$ cat config.mk
export PLATFORM = sky130hd
export DESIGN_NAME = mod_updown_counter
export DESIGN_NICKNAME = d
export VERILOG_FILES = /design/src/rtl/mod_updown_counter_pkg.sv /design/src/rtl/mod_updown_counter_tick_prescaler.sv /design/src/rtl/mod_updown_counter.sv
export SDC_FILE = /design/constraint.sdc
export NUM_CORES = 1
export LEC_CHECK = 0
export CORE_UTILIZATION = 50
export CTS_CLUSTER_SIZE = 12
export DETAILED_ROUTE_END_ITERATION = 12
export PLACE_DENSITY = 0.88
export SETUP_SLACK_MARGIN = 0.1
export SKIP_LAST_GASP = 1
export SYNTH_ARGS = -nofsm -noshare
export SYNTH_HDL_FRONTEND = slang
export SYNTH_SLANG_ARGS = --single-unit
$ cat constraint.sdc
create_clock -name clk -period 4.6 [get_ports clk]
set_clock_uncertainty 0.15 [all_clocks]
set_input_delay 0.92 -clock clk [delete_from_list [all_inputs] [get_ports clk]]
set_output_delay 0.92 -clock clk [all_outputs]
set_load 0.02 [all_outputs]
$ cat src/rtl/mod_updown_counter_pkg.sv
// Shared definitions for the up/down counter family: direction/mode macros and the per-edge operation type.
// The macros are guarded so that later timer blocks can reuse them.
`ifndef COUNTER_DEFS_VH
`define COUNTER_DEFS_VH
`define CNT_DIR_UP    1'b1
`define CNT_DIR_DN    1'b0
`define CNT_MODE_WRAP 0
`define CNT_MODE_SAT  1
`endif

package mod_updown_counter_pkg;

    // Operation applied to the count register on a given edge, in priority order.
    typedef enum logic [1:0] {
        CNT_HOLD  = 2'd0,
        CNT_CLEAR = 2'd1,
        CNT_LOAD  = 2'd2,
        CNT_STEP  = 2'd3
    } cnt_op_e;

    // Width of the prescaler phase register; at least one bit.
    function automatic int ps_width(input int prescale);
        int w;
        w = $clog2(prescale);
        if (w < 1) begin
            w = 1;
        end
        return w;
    endfunction

endpackage

$ cat src/rtl/mod_updown_counter_tick_prescaler.sv
// Enable prescaler: emits a one-cycle tick every PRESCALE enabled cycles.
// With PRESCALE=1 there is no state and the tick is the enable itself.
module tick_prescaler
    import mod_updown_counter_pkg::*;
#(
    parameter int PRESCALE = 1
) (
    input  logic clk,
    input  logic rst,
    input  logic en,
    input  logic sync_zero,
    output logic tick
);

    generate
        if (PRESCALE > 1) begin : g_div
            localparam int PS_W = ps_width(PRESCALE);
            localparam logic [PS_W-1:0] PS_LAST = PS_W'(PRESCALE - 1);

            logic [PS_W-1:0] ps;

            always_ff @(posedge clk or posedge rst) begin
                if (rst) begin
                    ps <= '0;
                end else if (sync_zero) begin
                    ps <= '0;
                end else if (en) begin
                    ps <= (ps == PS_LAST) ? '0 : ps + PS_W'(1);
                end
            end

            assign tick = en & (ps == PS_LAST);
        end else begin : g_bypass
            // Clock/reset/zero are meaningless without a phase register.
            logic unused_inputs;
            assign unused_inputs = ^{clk, rst, sync_zero};
            assign tick = en;
        end
    endgenerate

endmodule

$ cat src/rtl/mod_updown_counter.sv
// Parametrised up/down counter with programmable modulus, wrap/saturate, load, clear,
// enable prescaler, registered terminal-count pulse and sticky overflow flag.
module mod_updown_counter
    import mod_updown_counter_pkg::*;
#(
    parameter int              WIDTH    = 8,
    parameter longint unsigned MODULUS  = 256,
    parameter int              PRESCALE = 1,
    parameter int              SATURATE = 0
) (
    input  logic             clk,
    input  logic             rst,
    input  logic             en,
    input  logic             up,
    input  logic             clr,
    input  logic             load,
    input  logic [WIDTH-1:0] load_val,
    input  logic             ovf_clr,
    output logic [WIDTH-1:0] count,
    output logic             tc,
    output logic             ovf
);

    // Upper bound held at WIDTH bits so MODULUS = 2**WIDTH never overflows the compare.
    localparam logic [WIDTH-1:0] MAX_CNT = WIDTH'(MODULUS - 64'd1);

    logic             tick;
    cnt_op_e          op;
    logic [WIDTH-1:0] count_next;
    logic             boundary;
    logic             tc_next;
    logic             ovf_next;

    tick_prescaler #(
        .PRESCALE (PRESCALE)
    ) u_tick_prescaler (
        .clk       (clk),
        .rst       (rst),
        .en        (en),
        .sync_zero (clr | load),
        .tick      (tick)
    );

    always_comb begin
        op = CNT_HOLD;
        if (clr) begin
            op = CNT_CLEAR;
        end else if (load) begin
            op = CNT_LOAD;
        end else if (tick) begin
            op = CNT_STEP;
        end
    end

    always_comb begin
        count_next = count;
        boundary   = 1'b0;
        case (op)
            CNT_CLEAR: count_next = '0;
            CNT_LOAD:  count_next = (load_val > MAX_CNT) ? MAX_CNT : load_val;
            CNT_STEP: begin
                if (up == `CNT_DIR_UP) begin
                    if (count == MAX_CNT) begin
                        boundary = 1'b1;
                        if (SATURATE == `CNT_MODE_WRAP) begin
                            count_next = '0;
                        end
                    end else begin
                        count_next = count + WIDTH'(1);
                    end
                end else begin
                    if (count == '0) begin
                        boundary = 1'b1;
                        if (SATURATE == `CNT_MODE_WRAP) begin
                            count_next = MAX_CNT;
                        end
                    end else begin
                        count_next = count - WIDTH'(1);
                    end
                end
            end
            default: count_next = count;
        endcase
        // A new boundary step beats a simultaneous ovf_clr.
        tc_next  = boundary;
        ovf_next = boundary | (ovf & ~ovf_clr);
    end

    always_ff @(posedge clk or posedge rst) begin
        if (rst) begin
            count <= '0;
            tc    <= 1'b0;
            ovf   <= 1'b0;
        end else begin
            count <= count_next;
            tc    <= tc_next;
            ovf   <= ovf_next;
        end
    end

endmodule

Word level (Yosys, flattened, before mapping)
Cells that the tools add are included.
{"block": "word_totals", "ramBits": 0, "rom_bits": 0, "latchBits": 0, "memories": 0, "wordCells": 27, "register_bits": 10}
{"block": "op_classes", "eq_ne": 4, "shift": 0, "n_div": 0, "n_addsub": 2, "n_mux": 12, "order_cmp": 1, "n_reduce_logical": 2, "bitwise": 3, "multipliers": 0}
{"operator": "8-bit two-way mux", "n": 4}
{"operator": "8-bit case mux with 3 select lines", "n": 1}
{"operator": "8-bit by 1-bit adder with 8-bit output, second input constant", "n": 1}
{"operator": "8-bit == test, second input constant", "n": 1}
{"operator": "8-bit greater-than comparator, second input constant", "n": 1}
{"operator": "8-bit logical NOT", "n": 1}
{"operator": "8-bit by 1-bit subtractor with 8-bit output, second input constant", "n": 1}
{"operator": "2-bit two-way mux", "n": 3}
{"operator": "2-bit == test, second input constant", "n": 2}
{"operator": "1-bit two-way mux", "n": 4}
{"operator": "3-bit nonzero test", "n": 1}
{"operator": "2-bit by 1-bit == test with 1-bit output, second input constant", "n": 1}
{"operator": "1-bit bitwise AND", "n": 1}
{"operator": "1-bit inverter", "n": 1}
{"operator": "1-bit OR", "n": 1}

Depth between registers and ports, before layout
{"block": "logic_depth", "word_depth": 6, "depth_mapped": 7}

By module
From an unflattened synthesis, not the netlist that was laid out.
{"block": "hier_totals", "cells_unflattened": 114, "area_unflattened_um2": 920.9}
{"module": "mod_updown_counter", "area_each_um2": 913.4, "cells_per_inst": 113, "instances": 1, "seq_area_each_um2": 250.2}
{"module": "tick_prescaler", "area_each_um2": 7.5, "cells_per_inst": 1, "instances": 1, "seq_area_each_um2": 0.0}

Least setup slack after synthesis
Ideal clock, no wire load.
{"block": "synth_path", "kind": "input to register", "from": "input load", "to": "register count[1]", "arrival_ns": 2.123, "path_buffers": 1, "slack_ns": 2.250, "stages": 5, "setup_time_ns": 0.077, "path_cell_list": "buf_2 nor3b_1 o31ai_1 or3_1 a21oi_1"}
{"block": "synth_between", "elab_chain_cells": 4, "elab_cells_between_ends": 7}
{"item": "start: declaration", "line_no": "mod_updown_counter.sv:16", "text": "input logic load,"}
{"item": "2-bit two-way mux (*)", "line_no": "mod_updown_counter.sv:48", "text": "end else if (load) begin"}
{"item": "2-bit two-way mux (*)", "line_no": "mod_updown_counter.sv:46", "text": "if (clr) begin"}
{"item": "2-bit == test or 2-bit by 1-bit == test with 1-bit output (tied branches)", "line_no": "mod_updown_counter.sv:58", "text": "case (op)"}
{"item": "8-bit case mux with 3 select lines or 3-bit nonzero test (tied branches)"}
{"item": "end signal: assignment", "line_no": "mod_updown_counter.sv:95", "text": "count <= count_next;"}
{"item": "end: declaration", "line_no": "mod_updown_counter.sv:19", "text": "output logic [WIDTH-1:0] count,"}
Mark *: on every way between the ends. The rest lies on a longest branch, timed or not.
A chain may end at the register's enable or synchronous reset.

Worst setup path after layout
Ends and elaborated chain as after synthesis.

==> metrics.cfg <==
[worst_setup_path]
endpoint=count[1]
r2r_end=count[1]
crit_fanout=18
required_ns=4.64
worstSetupEndpointType=register
reg2regPathDepth=4
crit_arrival_ns=3.05
setup.worst_path.start_class=input pin
worstSetupPathType=in -> reg
r2r-start=count[4]
crit_start=load
rrSetupSlack_ns=2.39

[logic_synthesis]
ys_seq_area_share_pct=28.2
yosys_warnings=0
ys_types=37
synth_area_per_cell_um2=7.98
syn_area_um2=886
synth_top_area_share_pct=28.2
synthArstFlopShare_pct=100
yosys-top-cells-area=dfrtp_1, nor3_1, a21oi_1
synth_top_flop_cell=dfrtp_1
synth_top_cell_by_area=dfrtp_1
syn_nets=129
synth_cells=111
synth_seq_cells=10
synth_edf_count=0

[grt]
grt-busiest-layer=met2
grt_use_met2_pct=44.1
grt_pass1_vias=897
grt.total_usage_pct=29.7
gr-usage-met1_pct=42.3
grt_pass1_wl_um=4180
grt_max_degree=19
overflow=0
gr-usage-met3_pct=4.49
antenna_found_initial=0

[timing]
maxSlewHeadroom_pct=40.5
drv_slew=0
worst_pin_slew_ns=0.884
finalSetupViolations=0
hold_violations=0
max_freq_mhz=332
finalSetupTns_ns=0
grt_setup_unrepaired=no
fin_crit_sh_pct=65.5
period_minus_slack_ns=3.01
worst_slack_ns=1.59

[final_layout]
syn2layout_area_growth_pct=26.3
drive_above_1_share_pct=4.69
multi_input_area_um2=559
layout_commonest_cell=clkdlybuf4s50_1
regArea_um2=250
layout_common_cells=clkdlybuf4s50_1, nor3_1, a21oi_1, dfrtp_1, inv_1
nNetsFinal=148
fillCellCount=138
insertedDiodeCount=0

[pwr]
p_per_area_mw_per_mm2=236
ir_worst_vdd_v=0.000182
p_leak_uw=0.000419
fin_total_pwr_uw=264

[detailed_routing]
first_iter_violations=76
firstDrtPassIters=6
routed_wl_um=2460
vias_per_cell=6.79
drc=0
final_antenna_net_count=0
vias=978
wire_per_inst_um=17.1

[cts]
h-tree-depth=1
numCtsBuffers=3
ctsHoldBuffers=0
cts_sinks=10
cts_tree=yes
cts_setup_buffers=0
cts.root.buffer_cell=clkbuf_4
clk_pin_slew_ns=0.06
clock_latency_ns=0.27
ctsResizeCount=0
cts_buffer_depth=2

[flow_run]
maxCapViolCount=0

[outcome]
run_status=finished, final reports clean

[floorplan]
die-area_mm2=0.00194
die_h_um=44.1
pin_count=25
coreArea_mm2=0.00158
initial_core_util_pct=56.2
fp.dieW_um=44.1
fp-row-count=14

[place]
routabilityCongestion=0.925
pre_cts_ws_ns=1.38
hpwl_um=1770
io_buffers=24

[worst_hold_path]
hp-class=reg -> reg

==> registers in the layout, indices dropped and copies added (netlist names) <==
name   cells
tc         1
ovf        1
count      8
==> report_power, final <==
| part | total, uW | internal (uW) | switching, uW |
|---|---|---|---|
| sequential | 107 | 93.5 | 13.7 |
| combinational | 95.4 | 45.2 | 50.2 |
| clock | 61.4 | 30.3 | 31.0 |
| total | 264 | 169 | 95.0 |
==> logic make-up after synthesis <==
group	Yosys count	share of synthesized area, %
AO/OA/AOI/OAI	37	29.1
XOR/XNOR	3	2.97
adder cells (fa/ha/maj)	3	4.24
buffers and inverters	17	8.62
flip-flops	10	28.2
multiplexers	1	1.13
AND/OR/NAND/NOR	40	25.7
==> how the worst min path moves through the flow <==
stage,from,endpoint,slack [ns],cells past startpoint
after global placement,ovf,ovf,0.31,1
after detailed placement,ovf,ovf,0.32,1
final,ovf,ovf,0.33,1
after floorplan,ovf,ovf,0.44,1
after global routing,ovf,ovf,0.35,1
after CTS,ovf,ovf,0.34,1
==> stage by stage <==
step	std cells	utilization, %	cell area (um^2)	hold slack (ns)
floorplan	111	-	886	0.444
global placement	141	69.5	1100	0.313
detailed placement	141	69.5	1100	0.319
CTS	144	71.0	1120	0.338
global route	144	71.0	1120	0.351
finish	144	71.0	1120	0.334
==> layout make-up <==
class / instances / share of cell area [%]
sequential: 10 / 22.4
inverter: 7 / 2.35
tap: 16 / 1.79
clock buffer: 3 / 2.01
timing repair buffer: 24 / 21.5
multi-input combinational: 84 / 50.0
==> layer usage <==
metal	routed length, um	vias to the layer above
li1	-	459
met1	1010	435
met2	1140	70
met3	231	14
met4	68	0
met5	0	-
==> cell usage after synthesis, drive strengths merged (2+ instances only) <==
cell type  instances
buf                5
nor3              13
o22ai              3
or4                2
xor2               3
nand3              3
a21oi             10
a21o               2
o21ai              3
o211ai             5
dfrtp             10
ha                 3
nor3b              6
nor2               3
nand2              4
o21a               4
inv                7
or3                2
clkbuf             5
nand4              3
o32ai              2
==> worst max-delay path, stage by stage <==
cell,delay [ns]
clkdlybuf4s50_1,0.71
nor3b_1,0.54
o31ai_1,0.32
or3_1,0.44
a21oi_1,0.12
No activity file was read; power rests on OpenSTA's default activity.
